## src/rtl/cpu_types_pkg.sv

```systemverilog
// cpu_types_pkg
//   Shared CPU types used by the memory arbiter and its neighbours.
//   - word_t      : 32-bit machine word
//   - ramstate_t  : status reported by the RAM model each cycle
//   - arbstate_t  : mem_arbiter FSM state (also exported on its debug port)
//   - ARB_CNT_W   : width of the arbiter grant timer
package cpu_types_pkg;

   localparam int WORD_W    = 32;
   localparam int ARB_CNT_W = 8;

   typedef logic [WORD_W-1:0] word_t;

   typedef enum logic [1:0] {
      FREE   = 2'd0,
      BUSY   = 2'd1,
      ACCESS = 2'd2,
      ERROR  = 2'd3
   } ramstate_t;

   typedef enum logic [1:0] {
      IDLE = 2'd0,
      IGNT = 2'd1,
      DGNT = 2'd2
   } arbstate_t;

endpackage

```

## src/rtl/mem_arbiter.sv

```systemverilog
// mem_arbiter
//   Serialises instruction-fetch and data requests onto the single-ported
//   system RAM, one transaction at a time, and returns per-requester waits.
//   Flags RAM errors and grants that stay open too long (sticky memerr).
//
// Ports
//   CLK, nRST               clock, asynchronous active-low reset
//   iREN, iaddr             instruction read request / address
//   iwait, iload            instruction not-done flag / read data
//   dREN, dWEN, daddr,      data read / write request, address,
//   dstore                  write value
//   dwait, dload            data not-done flag / read data
//   ramREN, ramWEN,         RAM strobes, address, write data
//   ramaddr, ramstore
//   ramload, ramstate       RAM read data / RAM status
//   memerr                  sticky error flag (cleared only by reset)
//   arbstate                debug: current FSM state
//
// Handshake: a requester holds its enable until its wait goes low. Wait low
// happens combinationally in the grant cycle where ramstate == ACCESS; read
// data (iload/dload) is only meaningful in that cycle. Every grant returns
// to IDLE before the next grant, so a requester still holding its enable in
// its completion cycle is never issued twice.
//
// Configuration
//   MEM_ARB_ROUND_ROBIN_EN  when defined, simultaneous requests seen in IDLE
//                           alternate using a last-grant register; otherwise
//                           data always wins.
module mem_arbiter
   import cpu_types_pkg::*;
#(
   parameter int WAIT_LIMIT = 16
) (
   input  logic        CLK,
   input  logic        nRST,
   input  logic        iREN,
   input  word_t       iaddr,
   output logic        iwait,
   output word_t       iload,
   input  logic        dREN,
   input  logic        dWEN,
   input  word_t       daddr,
   input  word_t       dstore,
   output logic        dwait,
   output word_t       dload,
   output logic        ramREN,
   output logic        ramWEN,
   output word_t       ramaddr,
   output word_t       ramstore,
   input  word_t       ramload,
   input  ramstate_t   ramstate,
   output logic        memerr,
   output arbstate_t   arbstate
);

   localparam logic [ARB_CNT_W-1:0] LIMIT_C = ARB_CNT_W'(WAIT_LIMIT);

   arbstate_t              state, nxt_state;
   logic [ARB_CNT_W-1:0]   cnt, cnt_inc;
   logic                   dreq;
   logic                   pick_d;
   logic                   in_grant;

   assign dreq     = dREN | dWEN;
   assign in_grant = (state != IDLE);
   assign arbstate = state;

   // Read data is a straight passthrough; the waits say when it is valid.
   assign iload = ramload;
   assign dload = ramload;

`ifdef MEM_ARB_ROUND_ROBIN_EN
   // last_d: 1 = last grant went to data, 0 = instruction.
   logic last_d;

   always_ff @(posedge CLK or negedge nRST) begin
      if (!nRST) begin
         last_d <= 1'b0;
      end else if (state == IDLE && nxt_state != IDLE) begin
         last_d <= (nxt_state == DGNT);
      end
   end

   // Data wins unless the instruction side is also waiting and data had
   // the previous grant.
   assign pick_d = dreq & (~iREN | ~last_d);
`else
   assign pick_d = dreq;
`endif

   // State register
   always_ff @(posedge CLK or negedge nRST) begin
      if (!nRST) begin
         state <= IDLE;
      end else begin
         state <= nxt_state;
      end
   end

   // Next-state logic
   always_comb begin
      nxt_state = state;
      case (state)
         IDLE: begin
            if (pick_d) begin
               nxt_state = DGNT;
            end else if (iREN) begin
               nxt_state = IGNT;
            end
         end
         // Completion or a dropped request both close the grant.
         IGNT: begin
            if (!iREN || ramstate == ACCESS) begin
               nxt_state = IDLE;
            end
         end
         DGNT: begin
            if (!dreq || ramstate == ACCESS) begin
               nxt_state = IDLE;
            end
         end
         default: nxt_state = IDLE;
      endcase
   end

   // Output mux. Strobes follow the live request inputs so that a requester
   // dropping its enable mid-grant stops driving the RAM in that cycle.
   always_comb begin
      ramREN   = 1'b0;
      ramWEN   = 1'b0;
      ramaddr  = '0;
      ramstore = '0;
      iwait    = 1'b1;
      dwait    = 1'b1;
      case (state)
         IGNT: begin
            ramaddr = iaddr;
            ramREN  = iREN;
            if (ramstate == ACCESS) begin
               iwait = 1'b0;
            end
         end
         DGNT: begin
            ramaddr  = daddr;
            ramstore = dstore;
            // A write takes precedence over a read raised at the same time.
            ramWEN   = dWEN;
            ramREN   = dREN & ~dWEN;
            if (ramstate == ACCESS) begin
               dwait = 1'b0;
            end
         end
         default: ;
      endcase
   end

   // Grant timer, saturating. Held at zero in IDLE so every grant starts
   // counting from zero; after the Nth grant cycle it holds N.
   assign cnt_inc = (cnt == '1) ? cnt : cnt + 1'b1;

   always_ff @(posedge CLK or negedge nRST) begin
      if (!nRST) begin
         cnt    <= '0;
         memerr <= 1'b0;
      end else begin
         if (in_grant) begin
            cnt <= cnt_inc;
         end else begin
            cnt <= '0;
         end
         // ERROR keeps the grant open for a retry but is remembered here;
         // likewise a grant reaching WAIT_LIMIT cycles without ACCESS.
         if (in_grant &&
             (ramstate == ERROR ||
              (ramstate != ACCESS && cnt_inc >= LIMIT_C))) begin
            memerr <= 1'b1;
         end
      end
   end

endmodule

```

## config.mk

```make
export PLATFORM = sky130hd
export DESIGN_NAME = mem_arbiter
export DESIGN_NICKNAME = d
export VERILOG_FILES = /design/src/rtl/cpu_types_pkg.sv /design/src/rtl/mem_arbiter.sv
export SDC_FILE = /design/constraint.sdc
export NUM_CORES = 1
export LEC_CHECK = 0
export CAP_MARGIN = 0
export CORE_AREA = 2 2 106 108
export CTS_CLUSTER_DIAMETER = 150
export CTS_CLUSTER_SIZE = 14
export DETAILED_ROUTE_END_ITERATION = 16
export DIE_AREA = 0 0 108 110
export PLACE_DENSITY = 0.62
export SLEW_MARGIN = 0
export SYNTH_ARGS = -nofsm -noshare
export SYNTH_HDL_FRONTEND = slang
export SYNTH_SLANG_ARGS = --single-unit
export TNS_END_PERCENT = 10
```

## constraint.sdc

```tcl
create_clock -name CLK -period 1.6 [get_ports CLK]
set_input_delay 0.16 -clock CLK [delete_from_list [all_inputs] [get_ports CLK]]
set_output_delay 0.16 -clock CLK [all_outputs]
set_load 0.02 [all_outputs]
```

==> reports/results.tsv <==
metric	value	unit
DP HPWL	6200	um
Slew headroom	66.8	%
crit share post-route	112	%
Sequential Area	275	um^2
GR Overflow Total	0	
most numerous cell in the Yosys netlist	buf_4	
Setup Crit Path Kind	reg2out	
chip width	108	um
Cell Pwr Density	1590	mW/mm^2
EDFF count, synth	0	
crit path DAT	1.63	ns
worst path required time	1.44	ns
violated checks	negative setup slack	
final worst slack	-0.185	ns
Initial Util	17.4	%
Clk pin slew, worst setup/hold paths	0.05	ns
Mapped Nets	387	
Antenna Cells	0	
Slew @ Worst Pin	0.497	ns
multi-input logic area	0.00115	mm^2
Setup TNS	-4.48	ns
synthesized flop and latch total	11	
CTS tree	yes	
# IOs	270	
worst slack at placement	-0.406	ns
RSZ-0062 raised after global routing	true	
Layout Skew	0.000681	ns
first drt pass iteration count	4	
DRC viols	0	
area leader, netlist	buf_4	
Distinct cells, synth	35	
Placed Cells	497	
area share of the largest cell type after synthesis	26.2	%
Final Hold Fails	0	
# hold bufs at CTS	0	
Worst Hold Class	in2async	
crit end category	output port	
Async S/R FF share, synth	100	%
initial antenna violation count	0	
Tot GR Track Use	11.8	%
Non-Filler Instances	510	
post-synthesis cell area	0.00187	mm^2
YS warnings	0	
via count	2130	
core area	0.0107	mm^2
Layout area overhead	91.8	%
Max Slew Vio Count	0	
DP Area	0.00339	mm^2
die area	0.0119	mm^2
drt via density	4.18	
most common flop cell mapped by yosys	dfrtp_1	
routed wire length	8020	um
final setup fails	46	
Die Span Y	110	um
largest cells by area after synthesis	buf_4 26%, dfrtp_1 15%, a22oi_1 13%	
number of buffers created by CTS	3	
Starting DRT DRC Count	81	
fin nets	510	
critical path peak fanout	5	
synth cell count leaders	65 x buf_4, 34 x and2_1, 33 x nor2b_1, 32 x a22oi_1, 11 x dfrtp_1	
crit path launch type	flop	
row count	38	
hold_ws	0.258	ns
first-pass GRT wire length	11200	um
Max IR drop VDD	0.000852	V
htree depth	1	
run status	complete, but fails checks	
Max clock buf depth	2	
Final Instance Area	0.00358	mm^2
Avg WL per Cell	15.7	um
Clk Latency, worst-skew pair	0.24	ns
min cycle time layout	1.79	ns
clk root buf	clkbuf_8	
# fillers	1123	
Mapped Avg Cell Area	7.52	um^2
Routability Congestion	0.780	
layout cells sized above 1	38.1	%
largest net degree at the start of global routing	27	
Detail Route Antenna Nets	0	
max cap viols	0	
vias in the first global route	2095	
cells after synthesis	248	
port buffer count	173	
sequential area share after synthesis	14.8	%
Num Clock Sinks	11	
fmax	560	MHz
P_leak	1.50	nW
## metrics by stage
| step | util, % | power [W] |
|---|---|---|
| after detailed placement | 31.7 | 0.00483 |
| after CTS | 31.4 | 0.00527 |
| after global placement | 31.7 | 0.00476 |
| final | 33.5 | 0.00570 |
| after floorplan | - | 0.00287 |
| after global routing | 33.5 | 0.00607 |
## state kept, by name, indices dropped and copies added, names as in the netlist
| name | flops |
|---|---|
| arbstate | 2 |
| cnt | 8 |
| memerr | 1 |
## repair_timing
item / 4_1_cts / 5_1_grt
pin swaps: 3 / 1
gates resized for setup: 312 / 72
setup buffers: 4 / 2
gates cloned: 2 / 1
endpoints found under the setup margin: 69 / 73
## cell type report
cell class | instances | area share [%]
clock buffers | 4 | 1.26
inverters | 3 | 0.315
multi-input cells | 154 | 32.3
flip-flops and latches | 11 | 7.69
well taps | 140 | 4.90
repair buffers | 198 | 53.6
## critical path, stage by stage, from the launching register on
cell     delay, ns
dfrtp_1       0.39
buf_6         0.13
ha_4          0.19
buf_12        0.14
buf_16        0.13
buf_4         0.12
and2_1        0.13
buf_2         0.16
## routing by layer
layer | share of wire, % | up-vias | GRT usage (%)
met1 | 39 | 1000 | 14.1
met4 | 0.87 | 0 | 1.92
met3 | 7.9 | 16 | 3.41
met2 | 52 | 93 | 21.5
li1 | - | 1021 | -
met5 | 0 | - | 0
## power breakdown
group	internal (W)	total [W]	switching, W
sequential	0.000346	0.000419	0.0000732
clock	0.000175	0.000279	0.000104
combinational	0.00261	0.00500	0.00239
total	0.00313	0.00570	0.00257
## layout by cell type, fill, tap and decap left out, types with 6 or more instances in the layout
cell type	synthesis	final
a22oi_1	32	23
buf_4	65	53
dfrtp_1	11	11
a22oi_2	0	9
nand2_1	6	6
buf_6	0	22
and2_1	34	17
clkdlybuf4s50_1	0	103
and2_4	0	17
a21oi_1	9	8
nor2_1	8	8
nor2b_1	33	31
buf_2	6	12
## final timing paths
check / slack, ns / start / cells after the start / to
setup / recovery: -0.19 / arbstate[1]$_DFFE_PN0P_ / 7 / ramstore[17]
hold / removal: 0.26 / nRST / 1 / cnt[3]$_DFF_PN0_
setup reg to reg: 0.12 / arbstate[0]$_DFFE_PN0P_ / 7 / arbstate[0]$_DFFE_PN0P_
hold reg to reg: 0.53 / memerr$_DFFE_PN0P_ / 1 / memerr$_DFFE_PN0P_
max in group asynchronous: 1.01 / nRST / 1 / cnt[5]$_DFF_PN0_
min in group CLK: 0.32 / ramload[31] / 0 / dload[31]
## kinds of logic (layout without fill, tap and decap cells)
logic type | after synthesis | count (layout) | synth area share (%)
and+or+nand+nor | 96 | 96 | 31.5
xor gates and xnor gates | 1 | 1 | 0.470
muxes | 1 | 1 | 0.537
buffers and inverters | 83 | 205 | 30.7
DFF | 11 | 11 | 14.8
adders and majority gates | 4 | 4 | 2.68
AOI/OAI and AO/OA | 52 | 52 | 19.4
Note: power is estimated with default switching activity, not from simulation.
